`src/rtl/pulse_burst_controller.sv`:
```
// pulse_burst_controller
// Issues a bounded train of single-cycle strobes. A start request in IDLE latches
// the period and pulse count. Pulses are then spaced by that period, and done
// fires once after the last pulse. abort ends a burst early without done.
module pulse_burst_controller #(
    parameter int PeriodWidth = 16,
    parameter int CountWidth  = 8
) (
    input  logic                   clk,
    input  logic                   rst,
    input  logic                   start,
    input  logic                   abort,
    input  logic [PeriodWidth-1:0] period,
    input  logic [CountWidth-1:0]  count,
    output logic                   pulse,
    output logic                   busy,
    output logic                   done,
    output logic                   err,
    output logic [CountWidth-1:0]  remaining
);

    localparam logic [1:0] S_IDLE = 2'd0;
    localparam logic [1:0] S_RUN  = 2'd1;
    localparam logic [1:0] S_DONE = 2'd2;

    localparam logic [PeriodWidth-1:0] PHASE_ONE = PeriodWidth'(1);
    localparam logic [CountWidth-1:0]  REM_ONE   = CountWidth'(1);

    logic [1:0]             state_q,  state_d;
    logic [PeriodWidth-1:0] phase_q,  phase_d;
    logic [PeriodWidth-1:0] period_q, period_d;
    logic [CountWidth-1:0]  rem_q,    rem_d;
    logic                   pulse_q,  pulse_d;
    logic                   done_q,   done_d;
    logic                   err_q,    err_d;

    // Next-state logic. Strobe outputs default low so that each one lasts a single cycle.
    always_comb begin
        state_d  = state_q;
        phase_d  = phase_q;
        period_d = period_q;
        rem_d    = rem_q;
        pulse_d  = 1'b0;
        done_d   = 1'b0;
        err_d    = 1'b0;
        case (state_q)
            S_IDLE: begin
                if (start) begin
                    if ((period == '0) || (count == '0)) begin
                        err_d = 1'b1;
                    end else begin
                        period_d = period;
                        rem_d    = count;
                        phase_d  = PHASE_ONE;
                        state_d  = S_RUN;
                    end
                end
            end
            S_RUN: begin
                // abort takes priority over a pulse that falls due on the same edge
                if (abort) begin
                    rem_d   = '0;
                    state_d = S_IDLE;
                end else if (phase_q == period_q) begin
                    pulse_d = 1'b1;
                    phase_d = PHASE_ONE;
                    rem_d   = rem_q - REM_ONE;
                    if (rem_q == REM_ONE) begin
                        state_d = S_DONE;
                    end
                end else begin
                    phase_d = phase_q + PHASE_ONE;
                end
            end
            S_DONE: begin
                // abort is ignored here, so done always fires
                done_d  = 1'b1;
                state_d = S_IDLE;
            end
            default: begin
                state_d = S_IDLE;
            end
        endcase
    end

    // State and output registers. Reset clears everything at once, without waiting for a clock edge.
    always_ff @(posedge clk or posedge rst) begin
        if (rst) begin
            state_q  <= S_IDLE;
            phase_q  <= '0;
            period_q <= '0;
            rem_q    <= '0;
            pulse_q  <= 1'b0;
            done_q   <= 1'b0;
            err_q    <= 1'b0;
        end else begin
            state_q  <= state_d;
            phase_q  <= phase_d;
            period_q <= period_d;
            rem_q    <= rem_d;
            pulse_q  <= pulse_d;
            done_q   <= done_d;
            err_q    <= err_d;
        end
    end

    assign pulse     = pulse_q;
    assign done      = done_q;
    assign err       = err_q;
    assign remaining = rem_q;
    assign busy      = (state_q != S_IDLE);

endmodule

```
`config.mk`:
```
export PLATFORM = sky130hd
export DESIGN_NAME = pulse_burst_controller
export DESIGN_NICKNAME = d
export VERILOG_FILES = /design/src/rtl/pulse_burst_controller.sv
export SDC_FILE = /design/constraint.sdc
export NUM_CORES = 1
export LEC_CHECK = 0
export CAP_MARGIN = 20
export CORE_MARGIN = 2
export CORE_UTILIZATION = 45
export CTS_BUF_LIST = sky130_fd_sc_hd__clkbuf_16
export CTS_CLUSTER_SIZE = 16
export DETAILED_ROUTE_END_ITERATION = 10
export PLACE_DENSITY = 0.7
export SYNTH_ARGS = -nofsm -noshare
export SYNTH_HDL_FRONTEND = slang
export SYNTH_SLANG_ARGS = --single-unit
```
`constraint.sdc`:
```
create_clock -name clk -period 3.3 [get_ports clk]
set_clock_uncertainty 0.1 [all_clocks]
set_input_delay 0.33 -clock clk [delete_from_list [all_inputs] [get_ports clk]]
set_output_delay 0.33 -clock clk [all_outputs]
set_load 0.02 [all_outputs]
```
---- Word-level counts from Yosys, hierarchy flattened ----
Index checks and enable logic that the tools add are counted.
word-level totals
  register bits ........................... 45
  bits in latches ......................... 0
  memory bits (writable) .................. 0
  ROM bits ................................ 0
  input bits .............................. 28
  output and inout bits ................... 12
  logic and storage cells ................. 52
  memories kept ........................... 0
operators by class
  add/sub/neg operators ................... 2
  multiply operators ...................... 0
  div/mod/pow operators ................... 0
  order comparisons ....................... 0
  equality and inequality tests ........... 9
  shift-type cells ........................ 0
  mux-type cells .......................... 23
  bitwise operators ....................... 1
  reduce and logical (&&, ||, !) cells .... 10
operators by type and width
  operator                                          number
  two-way mux 16 bit                                4
  two-way mux 8 bit                                 4
  case mux 16 bit (2 select lines)                  1
  adder 16 x 1 -> 16 bit, second input constant     1
  == test 16 bit                                    1
  zero test 16 bit                                  1
  case mux 8 bit (2 select lines)                   1
  AND reduction 4 bit                               3
  two-way mux 2 bit                                 5
  == test 8 x 1 -> 1 bit, second input constant     1
  zero test 8 bit                                   1
  subtractor 8 x 1 -> 8 bit, second input constant  1
  two-way mux 1 bit                                 7
  != test 2 bit, second input constant              3
  != test 3 bit, second input constant              2
  case mux 2 bit (2 select lines)                   1
  nonzero test 2 bit                                2
  AND reduction 3 bit                               1
  == test 2 x 1 -> 1 bit, second input constant     1
  == test 2 bit, second input constant              1
  zero test 2 bit                                   1
  logical OR 1 bit                                  1
  inverter 1 bit                                    1

---- Longest topological paths before layout ----
  word-level depth ........................ 5
  gate-level depth with buffers ........... 7
  gate-level depth less buffers ........... 7

---- Worst setup path after synthesis ----
Ideal clock, no wire load.
  kind .................................... reg2reg
  start point ............................. register phase_q[0]
  end point ............................... register phase_q[12]
  library setup time ...................... 0.128 ns
  arrival time ............................ 1.843 ns
  data required time ...................... 3.072 ns
  path slack .............................. 1.229 ns
  cell stages (with the launch flop) ...... 8
  path buffers ............................ 0
  period minus slack after synthesis ...... 2.071 ns
  cells stage by stage .................... dfrtp_1 -> ha_1 -> nand2_1 -> or4b_4 -> or2_1 -> and2_1 -> a22oi_2 -> o31ai_1
between the ends
  word-level cells in the longest chain between the ends .. 4
  elaborated cells between the ends (all ways) .. 5
  classes of those cells .................. add/sub (1); eq/ne (1); mux (3)
ends and longest elaborated chain
  element                                                          RTL line  text
  start, declared                                                  30        logic [PeriodWidth-1:0] phase_q, phase_d;
  start signal, assigned                                           98        phase_q <= phase_d;
  adder 16 x 1 -> 16 bit / == test 16 bit (equally long branches)  72, 64
  two-way mux 16 bit (*)                                           64        end else if (phase_q == period_q) begin
  two-way mux 16 bit (*)                                           61        if (abort) begin
  case mux 16 bit (2 select lines) (*)                             46        case (state_q)
Every way passes the cells marked *; elsewhere a longest branch is shown, timed or not. The select of a mux whose other input is x is not followed.
A chain may end at the register's enable or synchronous reset.

---- Final worst setup path ----
  start point ............................. register phase_q[5]
  end point ............................... register phase_q[14]
The elaborated chain is that of the path after synthesis.

==> out/metrics.cfg <==
[timing]
tns_ps=0
tightestPinTransition_ps=885.2
setup_viol=0
relSlewSlack_pct=40.62
hold_viol_final=0
fin_crit_ps=2422
fin_crit_sh_pct=73.39
fmax_ghz=0.4129
drv_slew=0
rsz0062_at_grt=false
layout_setup_ws_ps=878.0

[cells_and_area]
regArea_sq_um=1126
multi_input_area_sq_um=1235
num-fill-cells=457
syn_to_final_growth_pct=26.47
drive_above_1_share_pct=12.76
antennaDiodeCount=0
fin_area_sq_um=3073
final_nets=320

[power]
leakage_nw=1.268
clkPwrFrac_pct=28.4
sequentialPowerShare_pct=41.3
p_per_area_nw_per_um2=635.5
peakVddDrop_uv=276.4
combPwrFrac_pct=30.3
power.switching_mw=0.6464
power.share.switching_pct=33.10
p_int_mw=1.307

[floorplanning]
row_count=26
num_io_pins=40
die_w_microns=77.48
die_h_microns=77.48
initial_core_util_pct=46.98
die-area_sq_um=6003
coreArea_sq_um=5172

[global_route]
grtUsageTotal_pct=20.00
grt_start_max_net_pins=24
gr-total-overflow=0
grt_pass1_wl_microns=9556
antenna_found_initial=0
grt_pass1_vias=2030

[critical_path]
rrSetupSlack_ps=880
cp-start-kind=register
regToRegEndpoint=phase_q[14]
end_kind=register
slowest_delay_ps=450
worstPathMaxFanout=11
arrival_ps=2490
slowest_stage=and4_1
reg2regPathDepth=6
cp_data_required_time_ps=3370
path_cells=xor2_1, nor4_1, and4_1, nor2_1, o311a_1, a221o_1
rr_startpoint=phase_q[5]
critical_path_class=reg -> reg

[synthesis]
synth_common_cells=dfrtp_1, nand2_1, mux2_2, nor2_1, xor2_1
synth-seq-cells=45
syn_avg_cell_area_sq_um=9.837
synth_top_area_cell=dfrtp_1
synth_most_common_cell=dfrtp_1
synthesis.nets=278
yosys_warnings=0
synthCells=247
ys_types=44
syn_area_sq_um=2430
synthTopCellsByArea=dfrtp_1, mux2_2, xor2_1
ys.flop_type=dfrtp_1
ys_async_sr_fraction_pct=100.0
yosysTopAreaCellShare_pct=46.34
synth-edff-count=0
synth_seq_area_share_pct=46.34

[min_path]
min_path_type=in -> async

[routing]
drc=0
vias=2090
via_per_inst=5.806
drtPass1Iterations=4
final_antenna_net_count=0
drt_iter0_drc=149
drt-wirelength-per-cell_microns=15.56
wirelength_microns=5602

[place]
place.gp.congestion=0.8953
place_area_sq_um=2910
dp_hpwl_microns=4126
port_buffers=39
post-place-ws_ps=753.9

[clocking]
clockRootBuffer=clkbuf_16
cts_num_sinks=45
cts_tree=yes
postCtsSetupRepairBufs=0
clk_pin_slew_ps=60
insertion_delay_ps=280
numCtsBuffers=5
ctsHoldBuffers=0
cts_buffer_depth=2
htreeDepth=2
cts-resized-gates=0

[run_status]
status=completed

[flow_run]
drv_cap=0

## kinds of logic after synthesis
logic type	Yosys count	synth area share, %
multiplexers	16	7.415
adder cells (fa/ha/maj)	3	1.545
AO/OA/AOI/OAI	64	17.51
flip-flops	45	46.34
XOR/XNOR	16	5.767
AND/OR/NAND/NOR	86	18.59
buffers and inverters	17	2.832
## cell type report
class                   count  area share, %
multi-input cells         185          40.19
flip-flops and latches     45          36.64
repair buffers             45          14.17
clock buffers               5          4.072
well taps                  70          2.850
clock inverters             3          1.221
inverters                   7         0.8550
## sequential cells by signal, indices dropped and copies added (netlist names)
signal,flops
err,1
phase_q,16
period_q,16
done,1
remaining,8
pulse,1
state_q,2
## worst max-delay path by stage
| stage | startpoint | to | slack [ps] | depth (start not counted) |
|---|---|---|---|---|
| CTS | phase_q[13] | phase_q[14] | 900 | 6 |
| global route | phase_q[12] | phase_q[14] | 740 | 6 |
| floorplan | phase_q[0] | phase_q[12] | 1230 | 7 |
| global placement | period[10] | period_q[15] | 770 | 6 |
| finish | phase_q[5] | phase_q[14] | 880 | 6 |
| detailed placement | period[10] | period_q[3] | 750 | 6 |
## worst max-delay path, delay by kind of cell (launching register included)
kind / cells / cell delay, ps
AO/OA/AOI/OAI: 2 / 450
flip-flops: 1 / 440
XOR/XNOR: 1 / 180
AND/OR/NAND/NOR: 3 / 1140
## power by group through the flow
stage / Clock (mW) / Combinational [mW] / Sequential, mW
CTS: 0.562 / 0.597 / 0.806
global route: 0.589 / 0.651 / 0.828
finish: 0.554 / 0.592 / 0.807
floorplan: 0 / 0.366 / 0.818
global placement: 0 / 0.584 / 0.814
detailed placement: 0 / 0.592 / 0.815
## metrics by stage
stage	hold slack (ps)	instances	util, %	power [mW]
3_3_place_gp	355.8	352	56.27	1.398
5_1_grt	389.1	360	59.41	2.068
6_report	332.2	360	59.41	1.953
3_5_place_dp	363.1	352	56.27	1.408
4_1_cts	353.2	360	59.41	1.965
2_1_floorplan	334.9	247	-	1.184
## layer usage
layer,track usage (%),share of wire [%],vias to the layer above
met3,4.302,6.1,6
li1,-,-,1010
met4,5.000,0.95,0
met2,34.09,49,74
met1,25.92,44,1000
met5,0,0,-
## placed cells by master, fill, tap and decap left out, drive strengths merged, types with 4 or more instances in the layout
| cell type | n |
|---|---|
| dfrtp | 45 |
| clkdlybuf4s50 | 39 |
| nand2 | 22 |
| nor2 | 17 |
| xor2 | 16 |
| mux2 | 16 |
| o21ai | 14 |
| nor3 | 13 |
| nor4 | 12 |
| a31oi | 12 |
| a21oi | 12 |
| inv | 7 |
| buf | 6 |
| o31ai | 5 |
| clkbuf | 5 |
| a22oi | 5 |
| nand3 | 5 |
| nand4 | 4 |
| a22o | 4 |
Note: power is estimated with default switching activity, not from simulation.
